## config.mk

```make
export PLATFORM = sky130hd
export DESIGN_NAME = aes_round_seq_flat
export DESIGN_NICKNAME = d
export VERILOG_FILES = /design/src/rtl/aes_pkg.sv /design/src/rtl/aes_round_seq_if.sv /design/src/rtl/aes_rcon_gen.sv /design/src/rtl/aes_round_seq.sv /design/src/flat_wrapper.sv
export SDC_FILE = /design/constraint.sdc
export NUM_CORES = 1
export LEC_CHECK = 0
export CAP_MARGIN = 5
export CORE_AREA = 5 5 350 352
export DETAILED_ROUTE_END_ITERATION = 10
export DIE_AREA = 0 0 355 357
export SLEW_MARGIN = 20
export SYNTH_ARGS = -nofsm -noshare
export SYNTH_HDL_FRONTEND = slang
export SYNTH_SLANG_ARGS = --single-unit
```

## constraint.sdc

```tcl
create_clock -name clk -period 21.8 [get_ports clk]
set_clock_uncertainty 0.1 [all_clocks]
set_input_delay 3.27 -clock clk [delete_from_list [all_inputs] [get_ports clk]]
set_output_delay 3.27 -clock clk [all_outputs]
set_load 0.005 [all_outputs]
```

## src/rtl/aes_pkg.sv

```systemverilog
// Shared types, constants and the GF(2^8) doubling helper for the AES-128 round sequencer.
// Optional build macro used by the sequencer: AES_SEQ_ABORT_EN.
package aes_pkg;

    typedef enum logic [1:0] {IDLE, RUN, DONE} seq_state_t;

    localparam int         AES_ROUNDS = 10;
    localparam logic [7:0] RCON_INIT  = 8'h01;

    // Multiply by x in GF(2^8) modulo x^8+x^4+x^3+x+1
    function automatic logic [7:0] xtime(input logic [7:0] b);
        return {b[6:0], 1'b0} ^ (b[7] ? 8'h1B : 8'h00);
    endfunction

endpackage

```

## src/rtl/aes_round_seq_if.sv

```systemverilog
// Bus bundle between the AES round sequencer, its host and the external
// key-expansion / round-datapath stages.
interface aes_round_seq_if;
    logic         load;
    logic [127:0] key;
    logic [127:0] plaintext;
    logic [127:0] rk_cur;
    logic [7:0]   rcon;
    logic [127:0] rk_next;
    logic [127:0] st_cur;
    logic         final_rnd;
    logic [127:0] st_next;
    logic         busy;
    logic         done;
    logic [127:0] cyphertext;

    modport slave (
        input  load, key, plaintext, rk_next, st_next,
        output rk_cur, rcon, st_cur, final_rnd, busy, done, cyphertext
    );

    modport master (
        output load, key, plaintext, rk_next, st_next,
        input  rk_cur, rcon, st_cur, final_rnd, busy, done, cyphertext
    );
endinterface

```

## src/rtl/aes_rcon_gen.sv

```systemverilog
// Round counter and round-constant register; the counter saturates on the
// last round so it never wraps past NUM_ROUNDS.
module aes_rcon_gen
    import aes_pkg::*;
#(
    parameter int NUM_ROUNDS = AES_ROUNDS
) (
    input  logic       clk,
    input  logic       reset,
    input  logic       start,
    input  logic       step,
    output logic [7:0] rcon,
    output logic [3:0] round,
    output logic       last
);

    localparam logic [3:0] LAST_ROUND = 4'(NUM_ROUNDS);

    assign last = (round == LAST_ROUND);

    always_ff @(posedge clk or posedge reset) begin
        if (reset) begin
            rcon  <= RCON_INIT;
            round <= 4'd1;
        end else if (start) begin
            rcon  <= RCON_INIT;
            round <= 4'd1;
        end else if (step && !last) begin
            rcon  <= xtime(rcon);
            round <= round + 4'd1;
        end
    end

endmodule

```

## src/rtl/aes_round_seq.sv

```systemverilog
// Iterative AES-128 round sequencer: one round per clock against external
// combinational key-expansion and round stages. Macro AES_SEQ_ABORT_EN lets load restart a running block.
module aes_round_seq
    import aes_pkg::*;
#(
    parameter int NUM_ROUNDS = AES_ROUNDS
) (
    input  logic            clk,
    input  logic            reset,
    aes_round_seq_if.slave  bus
);

    localparam logic [3:0] LAST_ROUND = 4'(NUM_ROUNDS);

    seq_state_t state, state_nxt;
    logic       start;
    logic       step;
    logic       capture;
    logic       last;
    logic       abort_req;
    logic [3:0] round;

`ifdef AES_SEQ_ABORT_EN
    assign abort_req = bus.load;
`else
    assign abort_req = 1'b0;
`endif

    aes_rcon_gen #(.NUM_ROUNDS(NUM_ROUNDS)) u_rcon (
        .clk   (clk),
        .reset (reset),
        .start (start),
        .step  (step),
        .rcon  (bus.rcon),
        .round (round),
        .last  (last)
    );

    always_ff @(posedge clk or posedge reset) begin
        if (reset) begin
            state <= IDLE;
        end else begin
            state <= state_nxt;
        end
    end

    always_comb begin
        state_nxt = state;
        start     = 1'b0;
        step      = 1'b0;
        capture   = 1'b0;
        case (state)
            IDLE, DONE: begin
                if (bus.load) begin
                    start     = 1'b1;
                    state_nxt = RUN;
                end
            end
            RUN: begin
                if (abort_req) begin
                    start = 1'b1;
                end else begin
                    step = 1'b1;
                    if (last) begin
                        capture   = 1'b1;
                        state_nxt = DONE;
                    end
                end
            end
            default: state_nxt = IDLE;
        endcase
    end

    // Round key and state advance together so rk_next always pairs with st_cur
    always_ff @(posedge clk or posedge reset) begin
        if (reset) begin
            bus.rk_cur     <= '0;
            bus.st_cur     <= '0;
            bus.cyphertext <= '0;
        end else begin
            if (start) begin
                bus.st_cur <= bus.plaintext ^ bus.key;
                bus.rk_cur <= bus.key;
            end else if (step) begin
                bus.st_cur <= bus.st_next;
                bus.rk_cur <= bus.rk_next;
            end
            if (capture) begin
                bus.cyphertext <= bus.st_next;
            end
        end
    end

    assign bus.busy      = (state == RUN);
    assign bus.done      = (state == DONE);
    assign bus.final_rnd = (state == RUN) && (round == LAST_ROUND);

endmodule
```

## src/flat_wrapper.sv

```systemverilog
// flat-port wrapper written by rule: the top's interface ports become plain ports
module aes_round_seq_flat import aes_pkg::*;
#(
    parameter int NUM_ROUNDS = AES_ROUNDS
)
  (clk, reset, bus_load, bus_key, bus_plaintext, bus_rk_next, bus_st_next, bus_rk_cur, bus_rcon, bus_st_cur, bus_final_rnd, bus_busy, bus_done, bus_cyphertext);
  aes_round_seq_if bus_i ();
  input  logic clk;
  input  logic reset;
  input wire logic [$bits(bus_i.load)-1:0] bus_load;
  input wire logic [$bits(bus_i.key)-1:0] bus_key;
  input wire logic [$bits(bus_i.plaintext)-1:0] bus_plaintext;
  input wire logic [$bits(bus_i.rk_next)-1:0] bus_rk_next;
  input wire logic [$bits(bus_i.st_next)-1:0] bus_st_next;
  output wire logic [$bits(bus_i.rk_cur)-1:0] bus_rk_cur;
  output wire logic [$bits(bus_i.rcon)-1:0] bus_rcon;
  output wire logic [$bits(bus_i.st_cur)-1:0] bus_st_cur;
  output wire logic [$bits(bus_i.final_rnd)-1:0] bus_final_rnd;
  output wire logic [$bits(bus_i.busy)-1:0] bus_busy;
  output wire logic [$bits(bus_i.done)-1:0] bus_done;
  output wire logic [$bits(bus_i.cyphertext)-1:0] bus_cyphertext;
  assign bus_i.load = bus_load;
  assign bus_i.key = bus_key;
  assign bus_i.plaintext = bus_plaintext;
  assign bus_i.rk_next = bus_rk_next;
  assign bus_i.st_next = bus_st_next;
  assign bus_rk_cur = bus_i.rk_cur;
  assign bus_rcon = bus_i.rcon;
  assign bus_st_cur = bus_i.st_cur;
  assign bus_final_rnd = bus_i.final_rnd;
  assign bus_busy = bus_i.busy;
  assign bus_done = bus_i.done;
  assign bus_cyphertext = bus_i.cyphertext;
  aes_round_seq #(.NUM_ROUNDS(NUM_ROUNDS)) u_core (.clk(clk), .reset(reset), .bus(bus_i));
endmodule
```

# Word level (Yosys, flattened, before mapping)

Index checks and enable logic that the tools add are counted.
Widths: inputs -> output; s select.

Output and inout port bits: 395
Word-level logic and storage cells: 39
Register bits: 398
Bits of input ports: 515

Eq/ne operators: 5
Bitwise gates (word level): 2
Reduce and logical (&&, ||, !) cells: 8
Mux-type cells: 17
$add $sub $neg: 1

Operator list:

| cell                | number |
|---|---|
| $mux 128            | 4 |
| $xor 128x128->128   | 1 |
| $mux 8              | 2 |
| $mux 4              | 2 |
| $xor 8x5->8         | 1 |
| $mux 1              | 5 |
| $mux 5              | 1 |
| $add 4x1->4 const B | 1 |
| $eq 4x4->1 const B  | 1 |
| $mux 2              | 2 |
| $pmux 2 s2          | 1 |
| $reduce_bool 2->1   | 2 |
| $eq 2x1->1 const B  | 1 |
| $eq 2x2->1 const B  | 1 |
| $logic_and 1x1->1   | 2 |
| $logic_not 2->1     | 1 |
| $ne 2x1->1 const B  | 1 |
| $ne 2x2->1 const B  | 1 |
| $reduce_and 2->1    | 1 |
| $reduce_or 2->1     | 1 |
| $logic_not 1->1     | 1 |

# Logic depth before layout (Yosys ltp)

Word-level depth: 5
Depth in mapped cells: 7
Depth with buffers taken out: 5

# By module

From an unflattened synthesis, not the netlist that was laid out.

Cell total of the unflattened synthesis: 1576
Area total of the unflattened synthesis: 18302.6 µm²

By module, submodules not included:

| module        | seq. area each (µm²) | instances | area an instance (µm²) | cells each |
|---|---|---|---|---|
| aes_round_seq | 9659.3               | 1         | 17693.2                | 1520 |
| aes_rcon_gen  | 302.8                | 1         | 609.3                  | 56 |

# Worst setup path after synthesis

OpenSTA, ideal clock, no wires.

Kind: reg2out
Start: register u_core.u_rcon.round[0]
End: output bus_final_rnd
Arrival time: 1.103 ns
Path slack: 17.327 ns
Cell stages (with the launch flop): 6
Data required time: 18.430 ns
Buffers on the path: 1
Cell sequence: dfstp_2 -> inv_1 -> ha_1 -> nand2_1 -> nor3_4 -> buf_2

Cells in the longest elaborated chain, start to end: 2

RTL lines:

| what                     | RTL line            | text |
|---|---|---|
| start: declaration       | aes_rcon_gen.sv:13  | `output logic [3:0] round,` |
| start signal: assignment | aes_rcon_gen.sv:30  | `round <= round + 4'd1;` |
| $eq 4x4->1               | aes_round_seq.sv:96 | `assign bus.final_rnd = (state == RUN) && (round == LAST_ROUND);` |
| $logic_and 1x1->1        | aes_round_seq.sv:96 |  |
| end: declaration         | flat_wrapper.sv:18  | `output wire logic [$bits(bus_i.final_rnd)-1:0] bus_final_rnd;` |

No other way between the ends.

# Final worst setup path

Start: input bus_load
End: register u_core.bus.st_cur[50]

Cells in the longest elaborated chain, start to end: 3
Elaborated cells between the ends (all ways): 4
Classes of those cells: mux (3); reduce/logical (1)

RTL lines:

| what                                                 | RTL line               | text |
|---|---|---|
| start: declaration                                   | flat_wrapper.sv:10     | `input wire logic [$bits(bus_i.load)-1:0] bus_load;` |
| $mux 1 *                                             | aes_round_seq.sv:54    | `if (bus.load) begin` |
| $mux 1 *                                             | --                     |  |
| $mux 128 / $reduce_bool 2->1 (equally long branches) | --                     |  |
| end signal: assignment                               | aes_round_seq.sv:82    | `bus.st_cur <= bus.plaintext ^ bus.key;` |
| end signal: assignment                               | aes_round_seq.sv:85    | `bus.st_cur <= bus.st_next;` |
| end: declaration                                     | aes_round_seq_if.sv:19 | `output rk_cur, rcon, st_cur, final_rnd, busy, done, cyphertext` |

Mark *: on every way between the ends. The rest lies on a longest branch, timed or not.
A chain may end at the register's enable or synchronous reset.

==> impl.org <==
** Yosys
- The share of the Yosys chip area taken by registers is 0.555.
- Portion of netlist area occupied by mux cells :: 0.0865
- Post-Syn Instances :: between 1500 and 2000
- Compound-cell area share of the yosys netlist :: 0.0905
- A synthesized cell averages 9.66 um^2.
- After synthesis, the largest family of logic cells by area is simple AND/OR/NAND/NOR gates.
- After synthesis the netlist holds a flip-flop and latch count of slightly below 400.
- Synthesis instantiated 26 different standard cells from the library.
- Synthesized area :: around 18000 um^2
- The number of nets handed over by synthesis was 2375.
- Of the total synthesized cell area, the portion taken by full adders, half adders and majority gates is 0.00139.
- Of the total synthesized cell area, the portion taken by XOR and XNOR cells is 0.0639.
- Simple-gate area share of the yosys netlist :: 0.166
- During synthesis, Yosys emitted a total of 0 warnings.

** Clock tree
- Clock buffer depth :: 3
- The tree is rooted in a clkbuf_16.
- For this design, the CTS-stage hold fixing added 0 buffers.
- Clock latency reported for the late side of the worst-skew pair :: 0.62 ns
- The H-tree was split into 2 levels.
- In this run, CTS created clock tree buffers numbering 50.
- Clock-pin slew was measured on the worst setup and hold paths at 0.06 ns.
- After clock tree synthesis, the setup repair step added 0 buffers.
- In this run, post-CTS repair resized a total of 0 instances.
- Clock tree from TritonCTS :: yes
- Clock tree synthesis found a total of between 300 and 400 sinks.

** Layout
- Layout-stage area growth over the synthesis result :: 69.7%
- Final cell area excluding filler cells :: between 30000 and 40000 um^2
- Once layout is complete, the utilization of the core stands at 0.256.
- Of the cells placed in the final design, the portion with a size suffix greater than 1 is 0.0527.
- Number of nets in the final layout :: around 3200
- Fillers :: between 10000 and 15000

** STA
- At the pin with the least slew margin, the transition time is 1.17 ns.
- Normalized max-slew margin :: 0.222
- Accumulated negative setup slack :: 0 ns
- Timing would allow up to roughly 170 MHz.
- Number of endpoints failing setup at the final stage :: 0
- Final hold analysis gives a worst-case slack of ~0.38 ns.
- Unrepaired setup endpoints after global routing :: false
- Final hold violation count :: 0
- Final critical-path share of the clock period :: 0.278
- The smallest clock period supported by the final layout is computed as about 6.1 ns.
- Final Max Tran Viols :: 0

** Worst setup path
- Largest driver fanout on the critical path :: 94
- For this run, the slowest stage of the critical path takes roughly 0.84 ns.
- List of cells traversed by the critical path :: clkdlybuf4s50_1 -> nand2b_4 -> buf_4 -> buf_4 -> nor2_1 -> a31oi_1
- Top cell by count, worst path :: buf_4
- Buffers plus inverters on the worst setup path :: 3
- Data arrives at the worst endpoint at 6.48 ns.
- The worst setup path is launched from an input pin.
- The kind of cell with the highest combined delay along the critical path is buffers and inverters.
- For this design, the slowest cell found on the critical path is buf_4.
- Critical path class :: input pin to register
- Sort of element at the end of the critical path :: register
- Critical Path RT :: between 20 and 25 ns

** Power
- VDD sags by at most 0.000125 V.
- Overall power consumption after layout is estimated at about 4.2 mW.
- Total power per unit cell area :: approximately 140 nW/um^2
- Leak Pwr :: about 13 nW

** Job
- Max-cap violations in this run came to 0.

** GRT
- Entering global routing, the biggest net connects approximately 210 pins.
- Number of global-route vias before repair :: around 18000
- The first global-routing pass estimated ~150000 um of wire.
- The total overflow left after global routing is 0.
- In the global route stage, overall resource usage came out at 0.171.
- The number of antenna violations at the first check in global routing was 53.

** Floorplanning
- Number of I/O pins :: 910
- Chip Height :: between 300 and 400 um
- Row generation in the floorplan step produced between 100 and 150 rows.
- The total area inside the core boundary comes to 119000 um^2.
- Total Die Area :: around 130000 um^2
- For this configuration, the core starts out at a cell density of 0.151.
- Chip Width :: roughly 360 um

** Placement
- Summing all placed instances gives a cell area of roughly 29000 um^2.
- The count of buffers added on input and output ports is between 900 and 1000.
- HPWL after detailed placement :: roughly 91000 um
- RePlAce Congestion :: a little under 0.9

** Drt
- Detail Route Antenna Nets :: 0
- The pre-antenna-repair detailed-routing pass consisted of 5 iterations.
- Overall via count from detail_route :: roughly 18000
- For this run, design rule violations remaining after detail routing come to 0.
- After detailed routing, the average wire length per cell comes to ~26 um.
- Wirelength, routed :: about 110000 um
- Average vias per placed instance :: 4.10
- Initial DRC count :: between 1000 and 1500

** Status
- Outcome :: finished clean

** Hold path
- The tightest min-delay check is of the register to register type.
## registers in the layout, indices dropped and copies added (netlist names)
| name | cells |
|---|---|
| u_core.bus.cyphertext | 128 |
| u_core.bus.rk_cur | 128 |
| u_core.bus.st_cur | 128 |
| u_core.state | 2 |
| u_core.u_rcon.rcon | 8 |
| u_core.u_rcon.round | 4 |
## metal layers
| metal | wire length, um | up-vias | GRT usage |
|---|---|---|---|
| li1 | - | 7908 | - |
| met5 | 77 | - | 0 |
| met3 | 10500 | 171 | 0.0611 |
| met1 | 46600 | 8716 | 0.213 |
| met2 | 53900 | 843 | 0.287 |
| met4 | 2520 | 12 | 0.0383 |
## worst register-to-register path, delay by kind of cell, from the launching register on
kind / cells / cell delay, ns
buf+inv: 4 / 2.51
simple gates: 2 / 0.51
mux: 1 / 0.43
flops: 1 / 0.39
## stage by stage
stage	instances	worst slack, ns
2_1_floorplan	1858	7.37
3_3_place_gp	4205	15.27
3_5_place_dp	4205	15.17
4_1_cts	4297	15.72
5_1_grt	4301	15.59
6_report	4306	15.75
## layout make-up
| class | instances | area (um^2) | area share |
|---|---|---|---|
| clock buffer | 71 | 1520 | 0.0500 |
| sequential | 398 | 9960 | 0.327 |
| timing repair buffer | 931 | 9300 | 0.305 |
| antenna | 8 | 20.0 | 0.000657 |
| clock inverter | 21 | 322 | 0.0106 |
| multi-input combinational | 1320 | 7350 | 0.241 |
| inverter | 9 | 48.8 | 0.00160 |
| tap | 1548 | 1940 | 0.0636 |
## final timing paths
path,start,end,slack (ns),cells after the start
setup / recovery,bus_load,u_core.bus.st_cur[50]$_DFFE_PP0P_,15.75,6
hold / removal,u_core.bus.cyphertext[103]$_DFFE_PP0P_,u_core.bus.cyphertext[103]$_DFFE_PP0P_,0.38,1
setup reg to reg,u_core.state[1]$_DFFE_PP0P_,u_core.bus.cyphertext[82]$_DFFE_PP0P_,17.75,7
hold reg to reg,u_core.bus.cyphertext[103]$_DFFE_PP0P_,u_core.bus.cyphertext[103]$_DFFE_PP0P_,0.38,1
max in group asynchronous,reset,u_core.bus.st_cur[4]$_DFFE_PP0P_,16.17,4
min in group asynchronous,reset,u_core.bus.rk_cur[38]$_DFFE_PP0P_,3.11,2
## cell usage in the layout, fill, tap and decap left out, types with 5 or more instances in the layout
cell type,n
mux2_2,29
xor2_1,128
diode_2,8
dfrtp_1,396
nor2_1,259
clkbuf_8,13
buf_4,20
mux2i_1,10
mux2_1,100
clkinv_2,8
nand2_1,522
a31oi_1,256
inv_1,7
clkdlybuf4s50_1,909
bufinv_16,8
clkbuf_1,5
clkbuf_16,53
## logic make-up (layout without fill, tap and decap cells)
kind of cell | count (synthesis) | count (layout)
AOI/OAI and AO/OA | 260 | 260
xor gates and xnor gates | 131 | 131
adders and majority gates | 2 | 2
buffers and inverters | 140 | 1032
DFF | 398 | 398
muxes | 139 | 139
other | 0 | 8
and+or+nand+nor | 788 | 788
## power breakdown
group | switching (mW) | internal [mW]
clock network | 0.363 | 0.580
registers | 0.225 | 1.11
logic | 0.955 | 0.988
## synth_stat cells (all sizes together)
cell type / count / area share
a21o: 1 / 0.00042
a21oi: 1 / 0.00028
a31oi: 256 / 0.089
buf: 65 / 0.021
clkbuf: 66 / 0.014
dfrtp: 396 / 0.55
dfstp: 2 / 0.0029
ha: 2 / 0.0014
inv: 9 / 0.0019
mux2: 129 / 0.081
mux2i: 10 / 0.0056
nand2: 522 / 0.11
nand2b: 2 / 0.00070
nand4: 1 / 0.00035
nand4b: 1 / 0.00049
nor2: 259 / 0.054
nor2b: 2 / 0.00070
nor3: 1 / 0.00091
o21ai: 2 / 0.00056
xnor2: 3 / 0.0015
xor2: 128 / 0.062
Power figures use the tool's default switching activity.
